[src/rtl/nibble_serial_adder.sv]
// nibble_serial_adder: adds two NIBBLES x 4-bit operands one nibble per clock.
// mode 0 chains the carry across nibbles (full-width add); mode 1 treats each
// nibble as an independent lane. Optional build macro NIBBLE_SERIAL_ADDER_SAT_EN
// makes mode-1 lanes saturate to 4'hF on overflow instead of wrapping.
// busy/done are registered from the FSM state, so they trail it by one cycle.
module nibble_serial_adder #(
   parameter int unsigned NIBBLES = 2
) (
   input  logic                   clk,
   input  logic                   rst,
   input  logic                   start,
   input  logic                   mode,
   input  logic [4*NIBBLES-1:0]   A,
   input  logic [4*NIBBLES-1:0]   B,
   output logic                   busy,
   output logic                   done,
   output logic [4*NIBBLES-1:0]   sum,
   output logic [NIBBLES-1:0]     lane_cout,
   output logic                   carry_out
);

   localparam int unsigned W  = 4 * NIBBLES;
   localparam int unsigned IW = (NIBBLES > 1) ? $clog2(NIBBLES) : 1;
   localparam int unsigned SW = $clog2(W);

   typedef enum logic [1:0] {
      S_IDLE = 2'd0,
      S_RUN  = 2'd1,
      S_DONE = 2'd2
   } state_t;

   state_t          state, state_nx;
   logic [W-1:0]    a_q, b_q, a_d, b_d;
   logic            mode_q, mode_d;
   logic [IW-1:0]   idx, idx_d;
   logic            carry_q, carry_d;
   logic [W-1:0]    sum_d;
   logic [NIBBLES-1:0] lane_d;
   logic            busy_d, done_d;
   logic            last_c;
   logic [SW-1:0]   base_c;
   logic [3:0]      nib_a_c, nib_b_c, nib_s_c;
   logic            cin_c;
   logic [4:0]      t_c;

   assign last_c    = (idx == IW'(NIBBLES - 1));
   assign base_c    = SW'({idx, 2'b00});
   assign carry_out = lane_cout[NIBBLES-1];

   // State register
   always_ff @(posedge clk) begin
      if (rst) state <= S_IDLE;
      else     state <= state_nx;
   end

   // Next-state logic
   always_comb begin
      state_nx = state;
      case (state)
         S_IDLE:  if (start) state_nx = S_RUN;
         S_RUN:   if (last_c) state_nx = S_DONE;
         S_DONE:  state_nx = S_IDLE;
         default: state_nx = S_IDLE;
      endcase
   end

   // Output / datapath next values: capture in IDLE, one nibble per RUN cycle
   always_comb begin
      a_d     = a_q;
      b_d     = b_q;
      mode_d  = mode_q;
      idx_d   = idx;
      carry_d = carry_q;
      sum_d   = sum;
      lane_d  = lane_cout;
      nib_a_c = a_q[base_c +: 4];
      nib_b_c = b_q[base_c +: 4];
      cin_c   = mode_q ? 1'b0 : carry_q;
      t_c     = 5'(nib_a_c) + 5'(nib_b_c) + 5'(cin_c);
      nib_s_c = t_c[3:0];
`ifdef NIBBLE_SERIAL_ADDER_SAT_EN
      if (mode_q && t_c[4]) nib_s_c = 4'hF;
`endif
      busy_d  = (state != S_IDLE);
      done_d  = (state == S_DONE);
      case (state)
         S_IDLE: begin
            if (start) begin
               a_d     = A;
               b_d     = B;
               mode_d  = mode;
               idx_d   = '0;
               carry_d = 1'b0;
               sum_d   = '0;
               lane_d  = '0;
            end
         end
         S_RUN: begin
            sum_d[base_c +: 4] = nib_s_c;
            lane_d[idx]        = t_c[4];
            carry_d            = t_c[4];
            if (!last_c) idx_d = idx + IW'(1);
         end
         default: ;
      endcase
   end

   // Datapath and handshake registers
   always_ff @(posedge clk) begin
      if (rst) begin
         a_q       <= '0;
         b_q       <= '0;
         mode_q    <= 1'b0;
         idx       <= '0;
         carry_q   <= 1'b0;
         sum       <= '0;
         lane_cout <= '0;
         busy      <= 1'b0;
         done      <= 1'b0;
      end else begin
         a_q       <= a_d;
         b_q       <= b_d;
         mode_q    <= mode_d;
         idx       <= idx_d;
         carry_q   <= carry_d;
         sum       <= sum_d;
         lane_cout <= lane_d;
         busy      <= busy_d;
         done      <= done_d;
      end
   end

endmodule

[config.mk]
export PLATFORM = sky130hd
export DESIGN_NAME = nibble_serial_adder
export DESIGN_NICKNAME = d
export VERILOG_FILES = /design/src/rtl/nibble_serial_adder.sv
export SDC_FILE = /design/constraint.sdc
export NUM_CORES = 1
export LEC_CHECK = 0
export CAP_MARGIN = 25
export CORE_ASPECT_RATIO = 1.75
export CORE_MARGIN = 10
export CORE_UTILIZATION = 28
export CTS_CLUSTER_DIAMETER = 40
export CTS_CLUSTER_SIZE = 16
export DETAILED_ROUTE_END_ITERATION = 7
export PLACE_DENSITY_LB_ADDON = 0.3
export REMOVE_ABC_BUFFERS = 1
export SLEW_MARGIN = 20
export SYNTH_ARGS = -nofsm -noshare
export SYNTH_HDL_FRONTEND = slang
export SYNTH_SLANG_ARGS = --single-unit
[constraint.sdc]
create_clock -name clk -period 2.55 [get_ports clk]
set_input_delay 0.51 -clock clk [delete_from_list [all_inputs] [get_ports clk]]
set_output_delay 0.51 -clock clk [all_outputs]
set_load 0.01 [all_outputs]
==> metrics.txt <==
Initial Util=28.6%; syn avg cell area=9.12 µm²; maximum vdd drop=0.221 mV; WL/cell=13.0 µm; Ant. Diodes=0; ys async rst share=0%; Tightest Pin Transition=0.483 ns; Yosys top cell by area=dfxtp_1; Post-CTS Setup Bufs=0; #FFs+latches synth=33; cell count after synthesis=165; HP Class=reg -> reg; DRC=0; post-route setup TNS=0 ns; Layout area overhead=27.8%; Post-Place Setup Slack=0.327 ns; ys flop type=dfxtp_1; Worst Path Required=2.72 ns; Final Max Tran Viols=0; Tmin final=2.21 ns; core area=0.00526 mm²; Synth Area in Simple Gates=25.3%; CP startpoint kind=flop; Vert. Die Dim=117 µm; Pwr Density=570 mW/mm²; PortBufs=32; Synth Area in Compound Gates=13.2%; Chip Width=75.4 µm; DRT Pass-1 Iters=4; Synth top cells by count=38 x nand2_1, 33 x dfxtp_1, 26 x a21oi_1, 6 x mux2_2, 6 x nand3_1; Synth warnings=0; layout cells sized above 1=12.8%; total CTS buffers=5; outcome=completed; clk slew on worst S/H paths=0.07 ns; f_max=452 MHz; top cells by area, synth=dfxtp_1 44%, nand2_1 9.5%, a21oi_1 8.6%, mux2_2 4.5%, nand4b_2 3.0%; DRT iter0 DRCs=52; Row Count=35; final hold violations=0; xor/xnor share of the synthesized area=0.582%; global-route wire length before repair=5290 µm; EDFF count, synth=0; Final ANT Viol Nets=0; final setup vio count=0; Num Clock Sinks=33; clock latency on the worst-skew pair=0.28 ns; Critical Path End Type=flop; I/O pin count=33; Netlist cell types=34; Resized cells post-CTS=0; multiplexer share of the synthesized area=5.82%; share of the synthesized area in the top cell type=43.9%; worst clock skew=0.00515 ns; Nets=220; CTS H-tree lvls=2; post-synthesis sequential area ratio=43.9%; Rel. slew slack=67.7%; root buffer cell=clkbuf_8; largest family of logic cells by synthesized area=simple AND/OR/NAND/NOR gates; WS Path Type=reg -> reg; Post-Syn Area=0.00151 mm²; CP Max Fanout=10; Pleak=0.000732 µW; GRT overflow=0; Post-Synth Adder-Cell Area=5.15%; hold_buf cts=0; Final WS setup=0.337 ns; DR vias/cell=4.78; largest net degree at the start of global routing=30; gp weighted congestion=0.790; Critical Path AT=2.38 ns; Final period util=86.8%; initial antenna violation count=0; vias in the first global route=1203; most common cell in the synthesized netlist=nand2_1; Total GRT Usage=7.76%; RSZ-0062 raised after global routing=false; Routed WL=3270 µm; CTS max path bufs=2; DR vias=1200; DP HPWL=2600 µm; Die ar.=0.00882 mm²; max_cap viols=0; CTS tree=yes
through the flow:
stage                     hold WS (ns)  std cells  instance area, µm²  utilization (%)  total power [µW]
after floorplan                  0.425        152                1420                -               662
after detailed placement         0.444        243                1840             35.0               742
after global routing             0.473        251                1920             36.6              1150
after CTS                        0.454        251                1920             36.6              1110
after global placement           0.443        243                1840             35.0               741
final                            0.451        251                1920             36.6              1100
layout make-up:
type | count | area [µm²]
clock buffer | 6 | 72.6
clock inverter | 2 | 10.0
fill | 562 | 3330
inverter | 2 | 7.51
multi-input combinational | 117 | 753
sequential | 33 | 661
tap | 55 | 68.8
timing repair buffer | 36 | 350
where the power goes:
group / switching, µW / total (µW) / internal, µW
logic: 80.9 / 167 / 85.8
registers: 19.5 / 561 / 541
clock network: 180 / 369 / 189
total: 280 / 1100 / 816
layer usage:
| layer | part of all wire, % | vias to the layer above | track usage [%] |
|---|---|---|---|
| met2 | 57 | 23 | 14.6 |
| met3 | 5.7 | 5 | 2.53 |
| li1 | - | 624 | - |
| met5 | 0 | - | 0 |
| met1 | 35 | 548 | 6.58 |
| met4 | 2.4 | 0 | 4.86 |
worst paths after layout:
path | startpoint | end | slack, ns | depth (start not counted)
worst min-delay path | mode_q$_SDFFE_PP0P_ | mode_q$_SDFFE_PP0P_ | 0.45 | 2
worst min register to register | mode_q$_SDFFE_PP0P_ | mode_q$_SDFFE_PP0P_ | 0.45 | 2
worst max-delay path | idx$_SDFFE_PP0P_ | lane_cout[1]$_SDFFE_PP0P_ | 0.34 | 7
worst max register to register | idx$_SDFFE_PP0P_ | lane_cout[1]$_SDFFE_PP0P_ | 0.34 | 7
sequential cells by signal, summed over array words and instances, names as in the netlist:
signal,cells
a_q,8
b_q,8
busy,1
carry_q,1
done,1
idx,1
lane_cout,2
mode_q,1
state,2
sum,8
critical path, stage by stage, from the launching register on:
cell and delay (ns):
dfxtp_1 0.56, mux2i_1 0.29, fa_1 0.22, inv_1 0.05, fa_1 0.40, a21o_1 0.20
a21oi_1 0.26, o31ai_1 0.11
kinds of logic after synthesis:
| family | count (synthesis) |
|---|---|
| AO/OA/AOI/OAI | 34 |
| XOR/XNOR | 1 |
| adder cells (fa/ha/maj) | 5 |
| buffers and inverters | 15 |
| flip-flops | 33 |
| multiplexers | 8 |
| AND/OR/NAND/NOR | 69 |
cell usage in the layout, fill, tap and decap left out:
master and n:
clkbuf_8 5, ha_1 3, o31ai_1 3, nand2_1 38, and2_1 1, clkdlybuf4s50_1 32
mux2_2 6, and3b_1 1, a21oi_2 1, o21ai_0 1, nor3b_4 1, or2_2 1
buf_4 4, or3b_4 1, inv_1 2, fa_1 2, nand4_1 2, mux2i_1 2
clkbuf_1 1, nor3b_1 2, nand2b_1 4, dfxtp_1 33, nor2_1 3, or3b_1 1
nand4b_1 2, nand4b_2 3, xor2_1 1, o311ai_0 1, a21o_1 1, o311ai_2 1
nand3b_1 2, nand3_1 6, clkinv_2 2, a21oi_1 26, nor2b_1 1
No activity file was read; power rests on OpenSTA's default activity.
